**config.mk**
```make
export PLATFORM = sky130hd
export DESIGN_NAME = life_scan_ctrl
export DESIGN_NICKNAME = d
export VERILOG_FILES = /design/src/rtl/life_scan_ctrl.sv
export SDC_FILE = /design/constraint.sdc
export NUM_CORES = 1
export LEC_CHECK = 0
export BUFFER_PORTS_ARGS = -buffer_cell sky130_fd_sc_hd__clkbuf_2
export CORE_ASPECT_RATIO = 1.5
export CORE_UTILIZATION = 35
export DETAILED_ROUTE_END_ITERATION = 16
export PLACE_DENSITY = 0.64
export SETUP_SLACK_MARGIN = 0.05
export SLEW_MARGIN = 20
export SYNTH_ARGS = -nofsm -noshare
export SYNTH_HDL_FRONTEND = slang
export SYNTH_SLANG_ARGS = --single-unit
```
**constraint.sdc**
```tcl
create_clock -name clk -period 1.22 [get_ports clk]
set_input_delay 0.244 -clock clk [delete_from_list [all_inputs] [get_ports clk]]
set_output_delay 0.244 -clock clk [all_outputs]
set_load 0.1 [all_outputs]
```
**src/rtl/life_scan_ctrl.sv**
```systemverilog
`default_nettype none
// ============================================================================
// life_scan_ctrl : scan-chain read/write controller for a cellular array board
// Revision 1.0 - initial release
// ============================================================================
module life_scan_ctrl #(
   parameter int N_CELLS = 16
) (
   input  logic               clk,
   input  logic               reset,
   input  logic               step,
   input  logic               start_read,
   input  logic               start_write,
   input  logic [N_CELLS-1:0] wr_pattern,
   input  logic               scan_read_val,
   output logic               scan,
   output logic               scan_write_val,
   output logic               scan_write_enb,
   output logic [N_CELLS-1:0] rd_pattern,
   output logic               busy,
   output logic               done
);

   // Counter must be able to represent N_CELLS itself so it never wraps mid-operation.
   localparam int                c_cnt_w      = $clog2(N_CELLS + 1);
   localparam logic [c_cnt_w-1:0] c_last_shift = c_cnt_w'(N_CELLS - 1);
   localparam logic [c_cnt_w-1:0] c_cnt_one    = c_cnt_w'(1);

   typedef enum logic [1:0] {
      IDLE   = 2'd0,
      SHIFT  = 2'd1,
      FINISH = 2'd2
   } state_t;

   state_t               state_q,   state_d;
   logic [c_cnt_w-1:0]   cnt_q,     cnt_d;
   logic                 mode_q,    mode_d;
   logic [N_CELLS-1:0]   shadow_q,  shadow_d;
   logic [N_CELLS-1:0]   capture_q, capture_d;
   logic [N_CELLS-1:0]   rd_q,      rd_d;

   always_ff @(posedge clk) begin
      if (reset) begin
         state_q   <= IDLE;
         cnt_q     <= '0;
         mode_q    <= 1'b0;
         shadow_q  <= '0;
         capture_q <= '0;
         rd_q      <= '0;
      end else begin
         state_q   <= state_d;
         cnt_q     <= cnt_d;
         mode_q    <= mode_d;
         shadow_q  <= shadow_d;
         capture_q <= capture_d;
         rd_q      <= rd_d;
      end
   end

   always_comb begin
      state_d   = state_q;
      cnt_d     = cnt_q;
      mode_d    = mode_q;
      shadow_d  = shadow_q;
      capture_d = capture_q;
      rd_d      = rd_q;
      case (state_q)
         IDLE: begin
            // Write wins when both requests arrive together.
            if (start_read || start_write) begin
               state_d  = SHIFT;
               cnt_d    = '0;
               shadow_d = wr_pattern;
               mode_d   = start_write;
            end
         end
         SHIFT: begin
            // Cycles without step leave every register untouched.
            if (step) begin
               capture_d = (capture_q << 1) | N_CELLS'(scan_read_val);
               shadow_d  = shadow_q << 1;
               cnt_d     = cnt_q + c_cnt_one;
               if (cnt_q == c_last_shift) begin
                  state_d = FINISH;
               end
            end
         end
         FINISH: begin
            rd_d    = capture_q;
            state_d = IDLE;
         end
         default: begin
            state_d = IDLE;
         end
      endcase
   end

   assign scan           = (state_q == SHIFT) && step;
   assign scan_write_enb = (state_q == SHIFT) && mode_q;
   assign scan_write_val = scan_write_enb && shadow_q[N_CELLS-1];
   assign rd_pattern     = rd_q;
   assign busy           = (state_q != IDLE);
   assign done           = (state_q == FINISH);

endmodule
`default_nettype wire
```
## Yosys cells after proc, flatten, opt, wreduce, memory -nomap -nowiden

Cells that the tools add are included.

| word-level totals | value |
|---|---|
| bits in registers | 56 |
| bits of input ports | 22 |

| cells by class | value |
|---|---|
| reduce and logical (&&, ||, !) cells | 11 |
| bitwise gates (word level) | 1 |
| muxes and demuxes | 10 |
| eq/ne operators | 6 |
| $add $sub $neg | 1 |

Operators with widths:

| kind | number |
|---|---|
| two-way mux 16 bit | 2 |
| case mux 16 bit (2 select lines) | 1 |
| OR 16 x 1 -> 16 bit | 1 |
| two-way mux 5 bit | 2 |
| case mux 5 bit (2 select lines) | 1 |
| two-way mux 2 bit | 3 |
| != test 2 bit, second input constant | 3 |
| AND reduction 3 bit | 2 |
| adder 5 x 1 -> 5 bit, second input constant | 1 |
| equality test 5 x 4 -> 1 bit, second input constant | 1 |
| case mux 2 bit (2 select lines) | 1 |
| AND reduction 2 bit | 2 |
| nonzero test 2 bit | 2 |
| logical AND 1 bit | 3 |
| equality test 2 x 1 -> 1 bit, second input constant | 1 |
| equality test 2 bit, second input constant | 1 |
| zero test 2 bit | 1 |
| logical OR 1 bit | 1 |

## Longest topological paths before layout

Gate-level depths: netlist of the first run.

| depth | value |
|---|---|
| depth in word-level cells | 4 |
| depth in mapped cells | 7 |
| depth with buffers taken out | 6 |

## Least setup slack after synthesis of the first run

OpenSTA, ideal clock, no wires.

| timing | value |
|---|---|
| path type | register to output |
| start point | register state_q[1] |
| end point | output scan_write_enb |
| required time | 0.976 ns |
| path slack | -1.145 ns |
| cell stages (with the launch flop) | 6 |
| arrival time | 2.121 ns |
| cells stage by stage | dfxtp_1 buf_6 nand2b_1 buf_2 buf_2 nor2_1 |

| on the way | value |
|---|---|
| longest elaborated chain between the ends | 2 |

RTL lines:

| what | line | text |
|---|---|---|
| from (decl) | 35 | `state_t state_q, state_d;` |
| from (signal assigned) | 51 | `state_q <= state_d;` |
| equality test 2 x 1 -> 1 bit | 99 | `assign scan_write_enb = (state_q == SHIFT) && mode_q;` |
| logical AND 1 bit | 99 |  |
| to (decl) | 18 | `output logic scan_write_enb,` |

Every way passes these cells.

## Worst setup path after layout of the first run

| timing | value |
|---|---|
| start point | register state_q[0] |
| end point | output busy |

| on the way | value |
|---|---|
| longest elaborated chain between the ends | 1 |

RTL lines:

| what | line | text |
|---|---|---|
| nonzero test 2 bit | 102 | `assign busy = (state_q != IDLE);` |
| to (decl) | 20 | `output logic busy,` |

Every way passes these cells.

==> results of run 1 <==
==> power groups by stage <==
stage                     combinational (mW)  sequential (mW)  clock, mW
after floorplan                        0.347             1.96          0
after global placement                 0.501             1.97          0
after detailed placement               0.509             1.97          0
after CTS                              0.603             1.93       1.09
after global routing                   0.763             1.96       1.16
final                                  0.718             1.95       1.08
==> worst reg2reg max path: cells and delay by family (launching register included) <==
family / cells / cell delay [ps]
compound gates: 2 / 220
simple gates: 1 / 360
flops: 1 / 380
buf+inv: 3 / 400
==> layout by cell type, fill, tap and decap left out, types with 2 or more instances in the layout <==
| cell type | Yosys | final |
|---|---|---|
| nand2b_4 | 0 | 3 |
| dfxtp_2 | 0 | 18 |
| nand4_1 | 2 | 2 |
| clkbuf_2 | 0 | 21 |
| a21oi_2 | 0 | 24 |
| nor2_4 | 0 | 2 |
| dfxtp_1 | 56 | 36 |
| o31ai_1 | 3 | 2 |
| a311oi_1 | 15 | 11 |
| a21oi_1 | 37 | 13 |
| clkbuf_8 | 0 | 6 |
| nand3_1 | 2 | 2 |
| clkinvlp_4 | 0 | 2 |
| buf_6 | 2 | 15 |
| ha_4 | 0 | 2 |
| o211ai_1 | 2 | 2 |
| buf_4 | 2 | 21 |
| nand2_2 | 0 | 12 |
| and3_4 | 0 | 2 |
| a31oi_1 | 15 | 7 |
| buf_8 | 0 | 2 |
| dfxtp_4 | 0 | 2 |
| inv_1 | 6 | 4 |
| nand2_4 | 0 | 11 |
| a311oi_2 | 0 | 4 |
| nand2_1 | 96 | 73 |
| nor2_1 | 4 | 2 |
| nor3_4 | 1 | 2 |
| clkbuf_16 | 0 | 2 |
| a31oi_4 | 0 | 6 |
| a31oi_2 | 0 | 2 |
| buf_12 | 0 | 28 |
==> cell families (layout without fill, tap and decap cells) <==
family                     after synthesis  in the layout
adders and majority gates                2              2
buffers and inverters                   32            106
AOI/OAI and AO/OA                       77             77
and+or+nand+nor                        120            120
muxes                                    1              1
DFF                                     56             56
==> sequential cells by signal, indices dropped and copies added (netlist names) <==
register,count
mode_q,1
state_q,2
rd_pattern,16
cnt_q,5
shadow_q,16
capture_q,16
==> how the worst min path moves through the flow <==
stage                                       endpoint  depth (start not counted)
after floorplan            capture_q[0]$_SDFFE_PP0P_                          2
after global placement    capture_q[15]$_SDFFE_PP0P_                          2
after detailed placement  rd_pattern[2]$_SDFFE_PP0P_                          2
after CTS                  capture_q[0]$_SDFFE_PP0P_                          3
after global routing       capture_q[0]$_SDFFE_PP0P_                          3
final                      capture_q[0]$_SDFFE_PP0P_                          3
==> metal layers <==
metal,part of all wire [%],track usage (%),vias to the layer above
li1,-,-,1143
met1,40,21.5,1147
met3,3.2,2.68,12
met5,0,0,-
met4,1.9,6.25,0
met2,55,32.4,78
==> final cells by class <==
class,count,area [sq um]
inverters,9,45.0
well taps,76,95.1
flip-flops and latches,56,1150
multi-input cells,200,1500
clock inverters,1,7.51
repair buffers,89,1070
fillers,527,2530
clock buffers,7,86.3
==> through the flow <==
stage	utilization [%]	TNS [ps]	instances	setup WS [ps]	power, mW
final	61.0	-5860	438	-291	3.75
after CTS	54.1	-4350	429	-273	3.63
after detailed placement	48.5	-9280	410	-426	2.48
after global placement	48.5	-7570	410	-330	2.47
after global routing	61.0	-8330	438	-338	3.88
after floorplan	-	-1920	288	-388	2.31
==> repair_timing <==
action / in CTS / in global routing
endpoints found under the setup margin: 59 / 59
resized for setup: 41 / 81
hold endpoints to repair: 0 / 0
buffers inserted: 9 / 9
pin swaps: 41 / 29
cloned: 2 / 2
==> key figures, run 1 <==
Die
  • Die width: 68.7 microns
  • Starting Density: 36.0%
  • Die Height: a little over 100 microns
  • Io pins: between 40 and 50
  • Core area: between 0.006 and 0.007 sq mm
  • Row count: 36
  • DIE AREA: roughly 0.007 sq mm

Logic synthesis
  • Cell variety after synth: 35
  • Avg Cell Area, Syn: between 8 and 9 sq um
  • Seq/Total Area, Yosys: between 40% and 50%
  • Synth Area in Compound Gates: about a fifth
  • Mux share of post-synthesis cell area: less than 1%
  • Post-synth top area cell: dfxtp_1
  • Main combinational cell family by area after synthesis: simple AND/OR/NAND/NOR gates
  • Synth top area share: between 40% and 50%
  • Synth cell count leaders: 96 x nand2_1, 56 x dfxtp_1, 37 x a21oi_1
  • Number of synthesized flops with an enable pin: 0
  • Ys async rst share: 0%
  • Synth Area in Simple Gates: between 20% and 30%
  • Top_reg_cell synth: dfxtp_1
  • Gate count of the mapped netlist: between 200 and 300
  • Most common cell in the synthesized netlist: nand2_1
  • Post-synthesis cell area: 0.00233 sq mm
  • Yosys reg bits: 56
  • Adder-cell share of the synthesized area: under 10%
  • Post-synthesis xor/xnor area fraction: 0%
  • Yosys Warn Count: 0
  • Synth Net Count: roughly 310
  • Top post-synthesis cells by area: dfxtp_1 48%, nand2_1 15%, a21oi_1 7.9%

Layout
  • Area grow syn2layout: 69.7%
  • Share of cells above drive strength 1: 55.0%
  • Antenna diodes: 0
  • Design area: 0.00396 sq mm
  • Final nets: about 390

Placement
  • RD Place Congestion: roughly 0.79
  • Port Buffers: 42
  • HPWL Detailed: approximately 3700 microns
  • Cell Area, Placed: 0.00315 sq mm

Power
  • Internal power: ~2.7 mW
  • PwrDens: 947 mW/mm^2
  • Sw power: approximately 1.0 mW
  • Static Leak: 1.53 nW
  • Switching Share: 28.0%
  • Peak VDD IR: between 0.0006 and 0.0007 V
  • Register share of total power: a little over half
  • Clock group share of total power: about 29%
  • Comb power frac: 19.2%

GRT
  • Initial antenna violation count: 0
  • Vias in the first global route: approximately 2100
  • First-pass GRT wire length: ~9700 microns
  • Pin count of the biggest net entering global routing: 34
  • Grt ovf: 0
  • GRT Total Usage: a little under a fifth

Clock tree
  • Root buffer cell: clkbuf_8
  • H-tree depth: 2
  • Total CTS buffers: 5
  • Clock latency on the worst-skew pair: a little over 300 ps
  • Cts-stage hold buffer count: 0
  • Sink Count: 56
  • Clock slew at reported path FFs: approximately 100 ps
  • Clock buffer depth: 2
  • CTS tree: done

Worst setup path
  • FF-to-FF Start: state_q[0]$_SDFFE_PP0P_
  • Crit-path cells: buf_6 -> nor2_4 -> clkinvlp_4 -> buf_12
  • Buffers & Inverters on Critical Path: 3
  • Setup CP Type: reg -> out
  • Worst setup EP type: primary output
  • CP Max Fanout: 6
  • Worst setup startpoint: state_q[0]$_SDFFE_PP0P_
  • CP Capture Point: busy
  • WP depth: 4
  • RR Endpoint: shadow_q[5]$_SDFFE_PP0P_
  • CP required: approximately 980 ps
  • Reg2reg path depth: 6
  • Crit-path max cell delay: about 380 ps
  • Crit path DAT: between 1000 and 1500 ps
  • Crit path max-delay family: buffers and inverters
  • Slowest-stage cell, CP: dfxtp_4
  • Worst reg-to-reg setup slack: -250 ps
  • Startpoint types: register

Routing
  • Vias: roughly 2400
  • Drt pass-1 iters: 4
  • Iteration-0 DRC Markers: 93
  • Final ANT Viol Nets: 0
  • Drt total wl: 6490 microns
  • Residual DRC count: 0
  • Routed WL per cell: 14.8 microns
  • Vias/cell: about 5.4

STA
  • Max Slew Vio Count: 0
  • Slew margin rel.: 78.3%
  • Fin Hold WS: 164 ps
  • Final hold viol count: 0
  • Final setup vio count: between 50 and 60
  • Fin crit period: 1510 ps
  • Tightest Pin Transition: 325 ps
  • Period utilisation layout: 124%
  • Fmax: about 660 MHz
  • Clk_skew: approximately 5.5 ps
  • Fin worst setup slack: -291 ps
  • RSZ-0062 raised after global routing: yes

Outcome
  • Status: finished with violations
  • Failing checks: negative setup slack

Worst hold path
  • Worst hold path class: in -> reg
  • Hold_sp: scan_read_val

Job
  • Max Cap Violations: 0
(Power assumes the default switching activity.)
==> run 2: changes to the inputs <==
- PLACE_DENSITY: 0.64 -> 0.62
- clock period: 1.22 -> 1.4 ns (I/O delays scaled with it)
==> run 2 against run 1 <==
Net effect: the run still ends with negative setup slack left; first-iteration DRC count up 15%; non-clock buffer count down 15; sequential share of layout area grew 5.4 points; utilization fell by 10 points; global-route usage down 0.48 points; sequential power shrank 14%; worst setup slack improved by 140 ps; via count is 7.1% lower; combinational power shrank 28%; cell count is 3.4% lower; wire length decreased by 11%; flip-flop and latch count unchanged.
==> key figures, run 2 (synthesized netlist as in run 1, its figures left out) <==
Outcome
  • Status: finished with violations
  • Failing checks: negative setup slack

Die
  • Core area: roughly 0.0065 sq mm
  • DIE AREA: between 0.007 and 0.008 sq mm
  • Starting Density: ~36%
  • Die width: just under 70 microns
  • Io pins: 43
  • Row count: 36
  • Die Height: approximately 100 microns

STA
  • Fin worst setup slack: -155 ps
  • Final setup vio count: 7
  • Setup TNS: -649 ps
  • Fmax: about 640 MHz
  • Tightest Pin Transition: approximately 270 ps
  • Slew margin rel.: about four fifths
  • Fin crit period: between 1500 and 2000 ps
  • Clk_skew: 8.81 ps
  • Max Slew Vio Count: 0
  • Final hold viol count: 0
  • Period utilisation layout: 111%
  • RSZ-0062 raised after global routing: yes

Placement
  • RD Place Congestion: ~0.75
  • Port Buffers: 42
  • HPWL Detailed: about 3800 microns
  • Cell Area, Placed: 0.00295 sq mm

Routing
  • Final ANT Viol Nets: 0
  • Vias: roughly 2200
  • Drt pass-1 iters: 4
  • Iteration-0 DRC Markers: ~110
  • Vias/cell: between 5 and 6
  • Residual DRC count: 0
  • Routed WL per cell: between 10 and 15 microns
  • Drt total wl: about 5800 microns

GRT
  • Grt ovf: 0
  • First-pass GRT wire length: approximately 9400 microns
  • Initial antenna violation count: 0
  • Pin count of the biggest net entering global routing: 36
  • Vias in the first global route: around 2100
  • GRT Total Usage: roughly 18%

Worst setup path
  • Crit-path max cell delay: 360 ps
  • CP Max Fanout: 6
  • Crit path max-delay family: buffers and inverters
  • Startpoint types: register
  • Setup CP Type: reg -> out
  • CP required: 1120 ps
  • Crit path DAT: roughly 1300 ps
  • Crit-path cells: buf_4 -> nor2_4 -> clkinvlp_4 -> buf_12
  • Worst setup EP type: primary output
  • Slowest-stage cell, CP: dfxtp_4
  • Buffers & Inverters on Critical Path: 3

Layout
  • Commonest non-fill, non-tap cells in the layout: 96 x nand2_1, 52 x dfxtp_1, 34 x buf_4
  • Antenna diodes: 0
  • Design area: between 0.003 and 0.004 sq mm
  • Register area: between 0.001 and 0.0015 sq mm
  • Fill cells: 654
  • Share of cells above drive strength 1: between 30% and 40%
  • Final nets: between 300 and 400
  • Multi-input logic area: roughly 0.0012 sq mm
  • Commonest non-fill, non-tap cell in the layout: nand2_1
  • Area grow syn2layout: 40.7%

Clock tree
  • H-tree depth: 2
  • Clock latency on the worst-skew pair: between 300 and 400 ps
  • Root buffer cell: clkbuf_8
  • Clock slew at reported path FFs: 100 ps
  • Sink Count: 56
  • Total CTS buffers: 5
  • Cts-stage hold buffer count: 0
  • CTS tree: done
  • Clock buffer depth: 2

Power
  • Peak VDD IR: between 0.0005 and 0.0006 V
  • Static Leak: 1.26 nW
  • PwrDens: approximately 1000 mW/mm^2
  • Pwr Total: about 3.3 mW

Job
  • Max Cap Violations: 0

Worst hold path
  • Worst hold path class: in -> reg
==> run 2: worst min-delay path: cells and delay by family <==
family / cells / cell delay (ps)
compound gates: 1 / 50
simple gates: 1 / 50
buf+inv: 1 / 90
==> run 2: worst paths after layout <==
kind	startpoint	end	slack (ps)	depth (start not counted)
setup / recovery	state_q[0]$_SDFFE_PP0P_	busy	-150	4
hold / removal	scan_read_val	capture_q[0]$_SDFFE_PP0P_	190	3
setup reg to reg	state_q[0]$_SDFFE_PP0P_	cnt_q[3]$_SDFFE_PP0P_	-10	7
hold reg to reg	rd_pattern[7]$_SDFFE_PP0P_	rd_pattern[7]$_SDFFE_PP0P_	460	2
==> run 2: through the flow <==
| step | utilization, % | hold WS (ps) | std cells | worst slack (ps) |
|---|---|---|---|---|
| 2_1_floorplan | - | 416 | 288 | -209 |
| 3_3_place_gp | 45.5 | 445 | 406 | -161 |
| 3_5_place_dp | 45.5 | 452 | 406 | -212 |
| 4_1_cts | 49.2 | 196 | 421 | -158 |
| 5_1_grt | 50.6 | 192 | 423 | -188 |
| 6_report | 50.6 | 191 | 423 | -155 |
==> run 2: repair_timing <==
item | 4_1_cts | 5_1_grt
gates cloned | 0 | 0
pin swaps | 7 | 2
setup endpoints to repair | 29 | 35
buffers inserted | 7 | 2
gates resized for setup | 16 | 16
==> run 2: layer usage <==
| layer | vias to the layer above | wire, microns | track usage (%) | part of all wire (%) |
|---|---|---|---|---|
| met5 | - | 0 | 0 | 0 |
| met2 | 47 | 3070 | 31.2 | 53 |
| li1 | 1101 | - | - | - |
| met1 | 1050 | 2380 | 19.5 | 41 |
| met3 | 12 | 168 | 3.79 | 2.9 |
| met4 | 0 | 133 | 8.33 | 2.3 |
==> run 2: cell type report <==
type	count	area share, %
clock buffers	6	2.21
clock inverters	2	1.18
inverters	9	1.30
multi-input cells	200	36.1
flip-flops and latches	56	34.5
well taps	76	2.90
repair buffers	74	21.9
==> run 2: report_power, final <==
part           total [mW]  switching (mW)  internal [mW]
sequential           1.68          0.0345           1.65
combinational       0.516           0.283          0.233
clock                1.07           0.530          0.541
total                3.27           0.847           2.42
